File: src/rtl/ps2_tx_if.sv
// rtl/ps2_tx_if.sv - host/pin bundle for the PS/2 host-to-device transmitter
//
// Signals:
//   ce     tick strobe, one clock wide
//   ps2    pin levels, [0] = PS/2 clock, [1] = PS/2 data (asynchronous)
//   ps2Oe  open-drain enables, 1 pulls the line low (same mapping as ps2)
//   d      command byte, captured when a transfer is accepted
//   valid  start request
//   busy   transfer in progress
//   done   one-clock pulse on device ACK
//   err    one-clock pulse on timeout or NACK
// Modports: master = requester/pin side, slave = ps2_tx.
interface ps2_tx_if;
  logic       ce;
  logic [1:0] ps2;
  logic [1:0] ps2Oe;
  logic [7:0] d;
  logic       valid;
  logic       busy;
  logic       done;
  logic       err;

  modport master (
    output ce, ps2, d, valid,
    input  ps2Oe, busy, done, err
  );

  modport slave (
    input  ce, ps2, d, valid,
    output ps2Oe, busy, done, err
  );
endinterface

File: src/rtl/ps2_tx.sv
// rtl/ps2_tx.sv - PS/2 host-to-device command transmitter (open-drain)
//
// Sends one byte to the keyboard using the host-request protocol: inhibit the
// clock, pull data low, release the clock, then shift start/data/parity/stop
// on device clock falls and sample the device ACK on fall 11.
//
// Parameters:
//   INHIBIT  ce ticks the clock line is held low before the start bit
//   TIMEOUT  ce ticks without a device clock fall before the transfer aborts
// Ports:
//   clock    system clock, rising edge
//   reset    synchronous, active-high
//   bus      ps2_tx_if.slave (ce, ps2, ps2Oe, d, valid, busy, done, err)
// Build option:
//   PS2_TX_FILTER_EN  adds a 4-tick agreement filter on the synchronised clock
module ps2_tx #(
  parameter int INHIBIT = 1000,
  parameter int TIMEOUT = 176000
) (
  input  logic    clock,
  input  logic    reset,
  ps2_tx_if.slave bus
);

  localparam int MAXC = (INHIBIT > TIMEOUT) ? INHIBIT : TIMEOUT;
  localparam int CW   = $clog2(MAXC + 1);
  localparam logic [CW-1:0] INH_C   = CW'(INHIBIT);
  localparam logic [CW-1:0] TO_LAST = CW'(TIMEOUT - 1);

  typedef enum logic [2:0] {
    S_IDLE,
    S_INHIBIT,
    S_START,
    S_REQ,
    S_DATA,
    S_STOP,
    S_ACK,
    S_WAIT
  } state_t;

  state_t        state_q, state_n;
  logic [1:0]    sync1_q, sync2_q;
  logic          clk_f, clk_prev_q, fall, data_s;
  logic [1:0]    oe_q, oe_n;
  logic [CW-1:0] tick_q, tick_n;
  logic [3:0]    bit_q, bit_n;
  logic [7:0]    byte_q, byte_n;
  logic          par_q, par_n;
  logic          done_q, done_n;
  logic          err_q, err_n;

  // Pins idle high, so the synchroniser resets to 1s to avoid a false fall.
  always_ff @(posedge clock) begin
    if (reset) begin
      sync1_q    <= 2'b11;
      sync2_q    <= 2'b11;
      clk_prev_q <= 1'b1;
    end else if (bus.ce) begin
      sync1_q    <= bus.ps2;
      sync2_q    <= sync1_q;
      clk_prev_q <= clk_f;
    end
  end

`ifdef PS2_TX_FILTER_EN
  logic       filt_q;
  logic [1:0] agree_q;

  // Level flips only after 4 consecutive samples disagree with it.
  always_ff @(posedge clock) begin
    if (reset) begin
      filt_q  <= 1'b1;
      agree_q <= 2'd0;
    end else if (bus.ce) begin
      if (sync2_q[0] == filt_q) begin
        agree_q <= 2'd0;
      end else if (agree_q == 2'd3) begin
        filt_q  <= sync2_q[0];
        agree_q <= 2'd0;
      end else begin
        agree_q <= agree_q + 2'd1;
      end
    end
  end

  assign clk_f = filt_q;
`else
  assign clk_f = sync2_q[0];
`endif

  assign data_s = sync2_q[1];
  assign fall   = bus.ce & clk_prev_q & ~clk_f;

  always_ff @(posedge clock) begin
    if (reset) begin
      state_q <= S_IDLE;
      oe_q    <= 2'b00;
      tick_q  <= '0;
      bit_q   <= 4'd0;
      byte_q  <= 8'h00;
      par_q   <= 1'b0;
      done_q  <= 1'b0;
      err_q   <= 1'b0;
    end else begin
      state_q <= state_n;
      oe_q    <= oe_n;
      tick_q  <= tick_n;
      bit_q   <= bit_n;
      byte_q  <= byte_n;
      par_q   <= par_n;
      done_q  <= done_n;
      err_q   <= err_n;
    end
  end

  always_comb begin
    state_n = state_q;
    oe_n    = oe_q;
    tick_n  = tick_q;
    bit_n   = bit_q;
    byte_n  = byte_q;
    par_n   = par_q;
    done_n  = 1'b0;
    err_n   = 1'b0;

    case (state_q)
      S_IDLE: begin
        oe_n = 2'b00;
        // A request in the same cycle as the done/err pulse is dropped.
        if (bus.valid && !done_q && !err_q) begin
          byte_n  = bus.d;
          par_n   = ~^bus.d;
          tick_n  = '0;
          bit_n   = 4'd0;
          state_n = S_INHIBIT;
        end
      end

      S_INHIBIT: begin
        if (bus.ce) begin
          if (tick_q == INH_C) begin
            oe_n    = 2'b11;
            state_n = S_START;
          end else begin
            oe_n   = 2'b01;
            tick_n = tick_q + 1'b1;
          end
        end
      end

      S_START: begin
        if (bus.ce) begin
          oe_n    = 2'b10;
          tick_n  = '0;
          state_n = S_REQ;
        end
      end

      default: begin
        if (bus.ce) begin
          if (fall && state_q != S_WAIT) begin
            tick_n = '0;
            bit_n  = bit_q + 4'd1;
            case (state_q)
              S_REQ: begin
                oe_n    = {~byte_q[0], 1'b0};
                state_n = S_DATA;
              end
              S_DATA: begin
                if (bit_q == 4'd8) begin
                  oe_n    = {~par_q, 1'b0};
                  state_n = S_STOP;
                end else begin
                  oe_n = {~byte_q[bit_q[2:0]], 1'b0};
                end
              end
              S_STOP: begin
                oe_n    = 2'b00;
                state_n = S_ACK;
              end
              default: begin
                // Fall 11: device pulls data low to ACK.
                oe_n = 2'b00;
                if (data_s) begin
                  err_n   = 1'b1;
                  state_n = S_IDLE;
                end else begin
                  state_n = S_WAIT;
                end
              end
            endcase
          end else if (state_q == S_WAIT && clk_f && data_s) begin
            done_n  = 1'b1;
            state_n = S_IDLE;
          end else if (tick_q == TO_LAST) begin
            err_n   = 1'b1;
            oe_n    = 2'b00;
            state_n = S_IDLE;
          end else begin
            tick_n = fall ? '0 : tick_q + 1'b1;
          end
        end
      end
    endcase
  end

  assign bus.ps2Oe = oe_q;
  assign bus.busy  = (state_q != S_IDLE);
  assign bus.done  = done_q;
  assign bus.err   = err_q;

endmodule

File: src/flat_wrapper.sv
// flat-port wrapper written by rule: the top's interface ports become plain ports
module ps2_tx_flat 
#(
  parameter int INHIBIT = 1000,
  parameter int TIMEOUT = 176000
)
  (clock, reset, bus_ce, bus_ps2, bus_d, bus_valid, bus_ps2Oe, bus_busy, bus_done, bus_err);
  ps2_tx_if bus_i ();
  input  logic clock;
  input  logic reset;
  input wire logic [$bits(bus_i.ce)-1:0] bus_ce;
  input wire logic [$bits(bus_i.ps2)-1:0] bus_ps2;
  input wire logic [$bits(bus_i.d)-1:0] bus_d;
  input wire logic [$bits(bus_i.valid)-1:0] bus_valid;
  output wire logic [$bits(bus_i.ps2Oe)-1:0] bus_ps2Oe;
  output wire logic [$bits(bus_i.busy)-1:0] bus_busy;
  output wire logic [$bits(bus_i.done)-1:0] bus_done;
  output wire logic [$bits(bus_i.err)-1:0] bus_err;
  assign bus_i.ce = bus_ce;
  assign bus_i.ps2 = bus_ps2;
  assign bus_i.d = bus_d;
  assign bus_i.valid = bus_valid;
  assign bus_ps2Oe = bus_i.ps2Oe;
  assign bus_busy = bus_i.busy;
  assign bus_done = bus_i.done;
  assign bus_err = bus_i.err;
  ps2_tx #(.INHIBIT(INHIBIT), .TIMEOUT(TIMEOUT)) u_core (.clock(clock), .reset(reset), .bus(bus_i));
endmodule
File: config.mk
export PLATFORM = sky130hd
export DESIGN_NAME = ps2_tx_flat
export DESIGN_NICKNAME = d
export VERILOG_FILES = /design/src/rtl/ps2_tx_if.sv /design/src/rtl/ps2_tx.sv /design/src/flat_wrapper.sv
export SDC_FILE = /design/constraint.sdc
export NUM_CORES = 1
export LEC_CHECK = 0
export CORE_UTILIZATION = 30
export DETAILED_ROUTE_END_ITERATION = 16
export HOLD_SLACK_MARGIN = 0.15
export SETUP_SLACK_MARGIN = 0.15
export SLEW_MARGIN = 10
export SYNTH_ARGS = -nofsm -noshare
export SYNTH_HDL_FRONTEND = slang
export SYNTH_SLANG_ARGS = --single-unit
export TNS_END_PERCENT = 1
File: constraint.sdc
create_clock -name clock -period 2.8 [get_ports clock]
set_input_delay 0.56 -clock clock [delete_from_list [all_inputs] [get_ports clock]]
set_output_delay 0.56 -clock clock [all_outputs]
set_load 0.02 [all_outputs]
# --- Yosys cells after proc, flatten, opt, wreduce, memory -nomap -nowiden ---
# Index checks and enable logic that the tools add are counted.
totals:
  ff_bits: 43
  output_inout_bits: 5
  word_cells: 107
  input_bits: 14
op_classes:
  addsub: 2
  n_bitwise: 8
  magnitude_cmp: 1
  eq_ne: 18
  n_mux: 44
  reduce_logical: 23
op_table:
  columns: ["cell", "count"]
  rows:
  - ["18-bit two-way mux", 9]
  - ["18-bit one-hot mux with 3 select lines", 1]
  - ["3-bit two-way mux", 10]
  - ["18-bit by 1-bit adder with 18-bit output, second input constant", 1]
  - ["18-bit by 10-bit == test with 1-bit output, second input constant", 1]
  - ["18-bit == test, second input constant", 1]
  - ["3-bit one-hot mux with 3 select lines", 2]
  - ["2-bit two-way mux", 8]
  - ["7-bit AND reduction", 2]
  - ["4-bit two-way mux", 3]
  - ["5-bit by 4-bit inequality test with 1-bit output, second input constant", 2]
  - ["3-bit == test, second input constant", 3]
  - ["4-bit one-hot mux with 2 select lines", 1]
  - ["8-bit XNOR reduction", 1]
  - ["1-bit two-way mux", 7]
  - ["3-bit by 2-bit == test with 1-bit output, second input constant", 2]
  - ["2-bit inequality test, second input constant", 3]
  - ["6-bit inequality test, second input constant", 1]
  - ["1-bit NOT", 6]
  - ["2-bit one-hot mux with 3 select lines", 1]
  - ["6-bit nonzero test", 1]
  - ["6-bit OR reduction", 1]
  - ["1-bit logical AND", 5]
  - ["5-bit AND reduction", 1]
  - ["19 further kinds", 23]

# --- Depth between registers and ports, before layout ---
# Gate-level depths: netlist of the first run.
logic_depth:
  word_depth: 8
  ltp_mapped: 8
  ltp_nobuf: 7

# --- Worst setup path before layout of the first run ---
# No wires, ideal clock.
synth_timing:
  path_kind: "input-to-reg"
  startpoint: "input port bus_ce"
  endpoint: "register u_core.tick_q[5]"
  path_slack_ns: 0.575
  n_path_buf: 2
  arrival_ns: 2.084
  cell_stages: 7
  required_ns: 2.659
  setup_time_ns: 0.141
  cell_sequence: "and3b_1 > buf_6 > maj3_2 > nor4_4 > buf_2 > or3_1 > a21oi_1"
synth_between:
  elab_chain_cells: 8
  elab_cells_between_ends: 15
  classes_between: "eq/ne (4); mux (6); bitwise (2); reduce/logical (3)"
synth_lines:
  columns: ["item", "line_no", "source"]
  rows:
  - ["from (decl)", "flat_wrapper.sv:11", "input wire logic [$bits(bus_i.ce)-1:0] bus_ce;"]
  - ["1-bit bitwise AND (2 in a row)", "ps2_tx.sv:92", "assign fall = bus.ce & clk_prev_q & ~clk_f;"]
  - ["18-bit two-way mux", "ps2_tx.sv:200", "tick_n = fall ? '0 : tick_q + 1'b1;"]
  - ["18-bit two-way mux", "ps2_tx.sv:195", "end else if (tick_q == TO_LAST) begin"]
  - ["18-bit two-way mux", "ps2_tx.sv:192", "end else if (state_q == S_WAIT && clk_f && data_s) begin"]
  - ["18-bit two-way mux", "ps2_tx.sv:161", "if (fall && state_q != S_WAIT) begin"]
  - ["18-bit two-way mux", "ps2_tx.sv:160", "if (bus.ce) begin"]
  - ["18-bit one-hot mux with 3 select lines", "ps2_tx.sv:126", "case (state_q)"]
  - ["to (signal assigned)", "ps2_tx.sv:107", "tick_q <= tick_n;"]
  - ["to (decl)", "ps2_tx.sv:45", "logic [CW-1:0] tick_q, tick_n;"]
# Parallel ways exist; a longest one is shown, timed or not. The select of a mux whose other input is x is not followed.
# A chain may end at the register's enable or synchronous reset.

# --- Final worst setup path of the first run ---
layout_timing:
  startpoint: "input port bus_ce"
  endpoint: "register u_core.tick_q[10]"
# The elaborated chain is that of the path after synthesis.

==> run metrics, run 1 <==
kind of critical path in2reg; DRT Pass-1 Iters 4; WL/cell 13.3 µm; via count between 2000 and 2500; cell family with most CP delay simple AND/OR/NAND/NOR gates; Worst R2R Setup Slack 520 ps; Layout fillers between 800 and 900; die area 8660 µm²; leak pwr 0.971 nW; Clock Latency Late Sink 300 ps; ys flop type dfxtp_1; number of DRC markers in iteration 0 around 170; Worst setup SP type primary input; CP peak stage delay 570 ps; Post-synth EDFFs 0; count of different cell masters after synthesis between 50 and 60; Clock Skew between 10 and 15 ps; Die Ht about 93 µm; ys async rst share 0%; most frequent cells in the layout 43 x dfxtp_1, 36 x nand2_1, 34 x a21oi_1, 19 x o31ai_1, 18 x clkdlybuf4s50_1; Initial Util 31.5%; grt total ovfl 0; Max-Cap Viols 0; Critical Path RT 3030 ps; # diodes 0; sequential fraction of the synthesis area 34.6%; post-synthesis cell count 300; DP HPWL around 4200 µm; Worst VDD drop 366 µV; NumNets Final 342; PortBufs 18; Post-Syn Area 2490 µm²; synthesized flop and latch total 43; CTS root buf clkbuf_8; layout cell share with drive strength beyond 1 about a tenth; Tmin final 2420 ps; most common cell after layout, fill and taps aside dfxtp_1; Slew headroom a little over three fifths; first-pass GRT wire length 10200 µm; IO Pins 19; largest net degree at the start of global routing 37; Buf/Inv on CP 2; CP max-delay cell or3_1; post_cts resized 0; syn_nets 318; vias per cell 5.35; Power Dens Cells around 610 nW/µm²; Die Wd roughly 93 µm; Area Overhead vs Synth 17.7%; Core Rows 32; Setup TNS 0 ps; CTS Buffer Depth 2; critical path capture point type register; DRC violations left 0; clock-pin slew of the registers on the worst-case setup and hold paths approximately 80 ps; H-tree depth 2; GP Congestion 0.902; GRT Total Usage 14.6%; Fin. Hold Viols 0; RSZ-0062 raised after global routing false; Worst-Margin Slew 542 ps; Synth Warn # 0; final setup violation count 0; CTS tree done; Total Power Consumption approximately 0.0018 W; Worst Path Arrival around 2600 ps; Avg Cell Area, Syn between 8 and 9 µm²; class of the tightest hold or removal check reg2reg; routed wire length ~5700 µm; Max Slew Vio Count 0; clk sinks 43; CTS buffer count 5; status complete, no violations; FMAX 414 MHz; post-route ant nets 0; crit-path cells clkdlybuf4s50_1, buf_4, o31a_1, a31oi_1, or3_1, or4_1, a21oi_1; crit path max fanout 12; vias in the first global route ~2200; initial antenna violation count 0; core area 7890 µm²; period utilization 86.3%
## power breakdown
group | total [W] | switching (W) | internal, W
Combinational | 0.000634 | 0.000338 | 0.000296
Clock | 0.000403 | 0.000209 | 0.000194
Sequential | 0.000743 | 0.0000677 | 0.000676
Total | 0.00178 | 0.000615 | 0.00117
## worst reg2reg max path: cells and delay by family, from the launching register on
family | cells | cell delay [ps]
AO/OA/AOI/OAI | 3 | 400
buffers and inverters | 1 | 240
flip-flops | 1 | 560
AND/OR/NAND/NOR | 2 | 1020
## cell usage after synthesis (all sizes together) (2+ instances only)
| library cell | n | area (µm²) |
|---|---|---|
| a2111oi | 2 | 17.5 |
| or4 | 17 | 128 |
| or3b | 2 | 17.5 |
| nor2 | 9 | 33.8 |
| xnor2 | 10 | 87.6 |
| o21ai | 9 | 45.0 |
| nand3 | 10 | 50.1 |
| clkbuf | 10 | 37.5 |
| dfxtp | 43 | 861 |
| nor3 | 9 | 55.1 |
| and2 | 3 | 18.8 |
| inv | 14 | 52.6 |
| maj3 | 2 | 21.3 |
| nand4b | 2 | 17.5 |
| a21oi | 34 | 170 |
| o31ai | 19 | 143 |
| a31oi | 4 | 25.0 |
| ha | 4 | 50.1 |
| buf | 8 | 57.6 |
| and3b | 2 | 17.5 |
| nand3b | 2 | 15.0 |
| nand2 | 36 | 135 |
| mux2i | 7 | 70.1 |
| nor2b | 2 | 12.5 |
| nand4 | 9 | 56.3 |
| and3 | 5 | 31.3 |
| nor4 | 4 | 40.0 |
| or2 | 2 | 12.5 |
| mux4 | 2 | 45.0 |
| a21boi | 2 | 15.0 |
| or3 | 4 | 25.0 |
## per-layer routing
layer	global-route usage (%)	vias to the layer above	routed length (µm)
met5	0	-	0
met4	5.64	0	87
met3	2.76	9	151
met2	22.9	39	2580
met1	19.8	1062	2850
li1	-	1170	-
## through the flow
stage                     instances  utilization (%)  hold slack (ps)  area (µm²)  setup WS (ps)
after floorplan                 300                -              431        2490            575
final                           426             37.1              457        2930            384
after global placement          418             35.7              441        2820           61.8
after detailed placement        418             35.7              449        2820           24.0
after global routing            426             37.1              480        2930            235
after CTS                       425             36.8              461        2910            335
## final cells by class
cell class | instances | area, µm² | area share, %
clock inverter | 1 | 5.00 | 0.171
tap | 102 | 128 | 4.36
inverter | 14 | 52.6 | 1.80
clock buffer | 6 | 82.6 | 2.82
multi-input combinational | 225 | 1480 | 50.5
timing repair buffer | 35 | 320 | 10.9
sequential | 43 | 861 | 29.4
## cell families (layout without fill, tap and decap cells)
group,Yosys count,after routing,synth area share [%]
compound gates,79,79,20.7
xor+xnor,10,10,3.52
fa+ha+maj,6,6,2.87
buf+inv,32,56,5.94
flops,43,43,34.6
mux,9,9,4.63
simple gates,121,121,27.7
## worst paths after layout
check                                  startpoint           endpoint  cells past startpoint
worst max-delay path                       bus_ce  u_core.tick_q[10]                      7
worst min-delay path             u_core.byte_q[3]   u_core.byte_q[3]                      2
worst max register to register  u_core.state_q[2]  u_core.tick_q[10]                      6
worst min register to register   u_core.byte_q[3]   u_core.byte_q[3]                      2
## flip-flops by register name, summed over array words and instances, names as in the netlist
register           count
u_core.tick_q         18
u_core.byte_q          8
u_core.bit_q           4
u_core.state_q         3
u_core.bus.ps2Oe       2
u_core.sync1_q         2
u_core.sync2_q         2
u_core.bus.done        1
u_core.bus.err         1
u_core.clk_prev_q      1
u_core.par_q           1
## what timing repair did
item	4_1_cts	5_1_grt
setup endpoints to repair	0	5
buffers inserted	0	1
hold buffers	0	0
Note: power is estimated with default switching activity, not from simulation.
==> run 2: changes to the inputs <==
--- a/config.mk
+++ b/config.mk
@@ -5,6 +5,7 @@
 export SDC_FILE = /design/constraint.sdc
 export NUM_CORES = 1
 export LEC_CHECK = 0
+export CORE_MARGIN = 4
 export CORE_UTILIZATION = 30
 export DETAILED_ROUTE_END_ITERATION = 16
 export HOLD_SLACK_MARGIN = 0.15
==> run metrics, run 2 (synthesis gave the netlist of run 1 again) <==
status complete, no violations; H-tree depth 2 (unchanged); Worst VDD drop 394 µV (+7.5%); leak pwr 0.979 nW (+0.74%); Initial Util 31.5% (unchanged); period utilization 85.0% (-1.3 points); critical path capture point type register; CTS tree done; IO Pins 19 (unchanged); Clock Skew 6.38 ps (-4.27 ps); RSZ-0062 raised after global routing false; Die Wd 99.0 µm (+6.4%); Setup TNS 0 ps (unchanged); CTS Buffer Depth 2 (unchanged); Min-Delay Path Depth 2 (unchanged); post_cts resized 0 (unchanged); initial antenna violation count 0 (unchanged); crit path max fanout 11 (-1); vias per cell 5.31 (-0.70%); Power Dens Cells 652 nW/µm² (+7.2%); final setup violation count 0 (unchanged); PortBufs 18 (unchanged); post-route ant nets 0 (unchanged); NumNets Final 341 (-0.29%); worst reg2reg endpoint u_core.tick_q[9]; kind of critical path in2reg; # diodes 0 (unchanged); Clock Latency Late Sink 290 ps (about the same); largest net degree at the start of global routing 37 (unchanged); Core Rows 32 (unchanged); Area Overhead vs Synth 18.7%; Max Slew Vio Count 0 (unchanged); clk sinks 43 (unchanged); clock-pin slew of the registers on the worst-case setup and hold paths 80 ps (about the same); most common cell after layout, fill and taps aside dfxtp_1; FMAX 420 MHz (+1.6%); Die Ht 99.0 µm (+6.4%); Worst Path Arrival 2600 ps (-40 ps); layout cell share with drive strength beyond 1 9.88% (-0.31 points); Fin. Hold Viols 0 (unchanged); Max-Cap Viols 0 (unchanged); number of DRC markers in iteration 0 106 (-36%); HP Start u_core.byte_q[6]; r2r startpoint u_core.state_q[0]; core area 7890 µm² (unchanged); R2R depth 5 (-1); Hold WS 457 ps (+0.0800 ps); Slew headroom 32.9% (-30 points); GP Congestion 0.888 (-1.5%); most frequent cells in the layout 43 x dfxtp_1, 36 x nand2_1, 34 x a21oi_1, 19 x o31ai_1, 18 x clkdlybuf4s50_1; grt total ovfl 0 (unchanged); Worst setup SP type primary input; Critical Path RT 3020 ps (about the same); DRT Pass-1 Iters 4 (unchanged); largest registers u_core.tick_q (18), u_core.byte_q (8), u_core.bit_q (4); CTS buffer count 5 (unchanged); CTS Hold Bufs 0 (unchanged); max reg flops 18 (unchanged); routed wire length 5750 µm (+1.3%); Reg with most FFs u_core.tick_q; first-pass GRT wire length 9870 µm (-3.1%); Layout fillers 807 (+0.50%); Tmin final 2380 ps (-37.5 ps); Worst R2R Setup Slack 440 ps (-80 ps); DP HPWL 4180 µm (+0.58%); die area 9810 µm² (+13%); Setup Buffers After CTS 0 (unchanged); DRC violations left 0 (unchanged); vias in the first global route 2131 (-4.6%); CTS root buf clkbuf_8; WL/cell 13.5 µm (+1.3%); via count 2264 (-0.70%); class of the tightest hold or removal check reg2reg; GRT Total Usage 11.9% (-2.7 points); Worst-Margin Slew 1000 ps (+460 ps); hold path endpoint u_core.byte_q[6]
==> run 2: where the power goes <==
group	switching, W	total, W	internal, W
Clock	0.000216	0.000573	0.000357
Sequential	0.0000662	0.000742	0.000675
Combinational	0.000334	0.000610	0.000276
==> run 2: cell type report <==
cell class | instances | area (µm²) | area share (%)
multi-input cells | 225 | 1480 | 50.1
flip-flops and latches | 43 | 861 | 29.2
repair buffers | 34 | 300 | 10.2
well taps | 102 | 128 | 4.32
clock buffers | 6 | 72.6 | 2.46
clock inverters | 2 | 60.1 | 2.03
inverters | 14 | 52.6 | 1.78
==> run 2: worst max-delay path by stage <==
| stage | startpoint | to | slack, ps | cells past startpoint |
|---|---|---|---|---|
| finish | bus_ce | u_core.tick_q[10] | 420 | 7 |
| global route | u_core.state_q[0] | u_core.tick_q[7] | 180 | 5 |
| CTS | bus_ce | u_core.tick_q[7] | 400 | 6 |
| detailed placement | bus_ce | u_core.tick_q[9] | 70 | 6 |
| global placement | bus_ce | u_core.tick_q[6] | 80 | 6 |
| floorplan | bus_ce | u_core.tick_q[5] | 580 | 7 |
==> run 2: worst max-delay path, cell delays in order <==
cell and delay (ps):
clkdlybuf4s50_1 500, buf_4 140, o31a_1 160, a31oi_1 110, or3_1 560, or4_1 440, a21oi_1 140
==> run 2: per-layer routing <==
| layer | wire length (µm) | vias to the layer above | GRT usage (%) |
|---|---|---|---|
| met5 | 0 | - | 0 |
| met4 | 64 | 0 | 3.36 |
| met3 | 198 | 8 | 2.26 |
| met2 | 2640 | 36 | 18.9 |
| met1 | 2840 | 1056 | 16.5 |
| li1 | - | 1164 | - |
==> run 2: per-stage QoR <==
| stage | util [%] | power (W) | setup slack [ps] | std cells | cell area (µm²) |
|---|---|---|---|---|---|
| after global routing | 37.4 | 0.00204 | 178 | 426 | 2950 |
| after global placement | 35.7 | 0.00136 | 82.6 | 418 | 2820 |
| final | 37.4 | 0.00192 | 421 | 426 | 2950 |
| after detailed placement | 35.7 | 0.00137 | 68.0 | 418 | 2820 |
| after floorplan | - | 0.00116 | 575 | 300 | 2490 |
| after CTS | 37.4 | 0.00195 | 397 | 426 | 2950 |
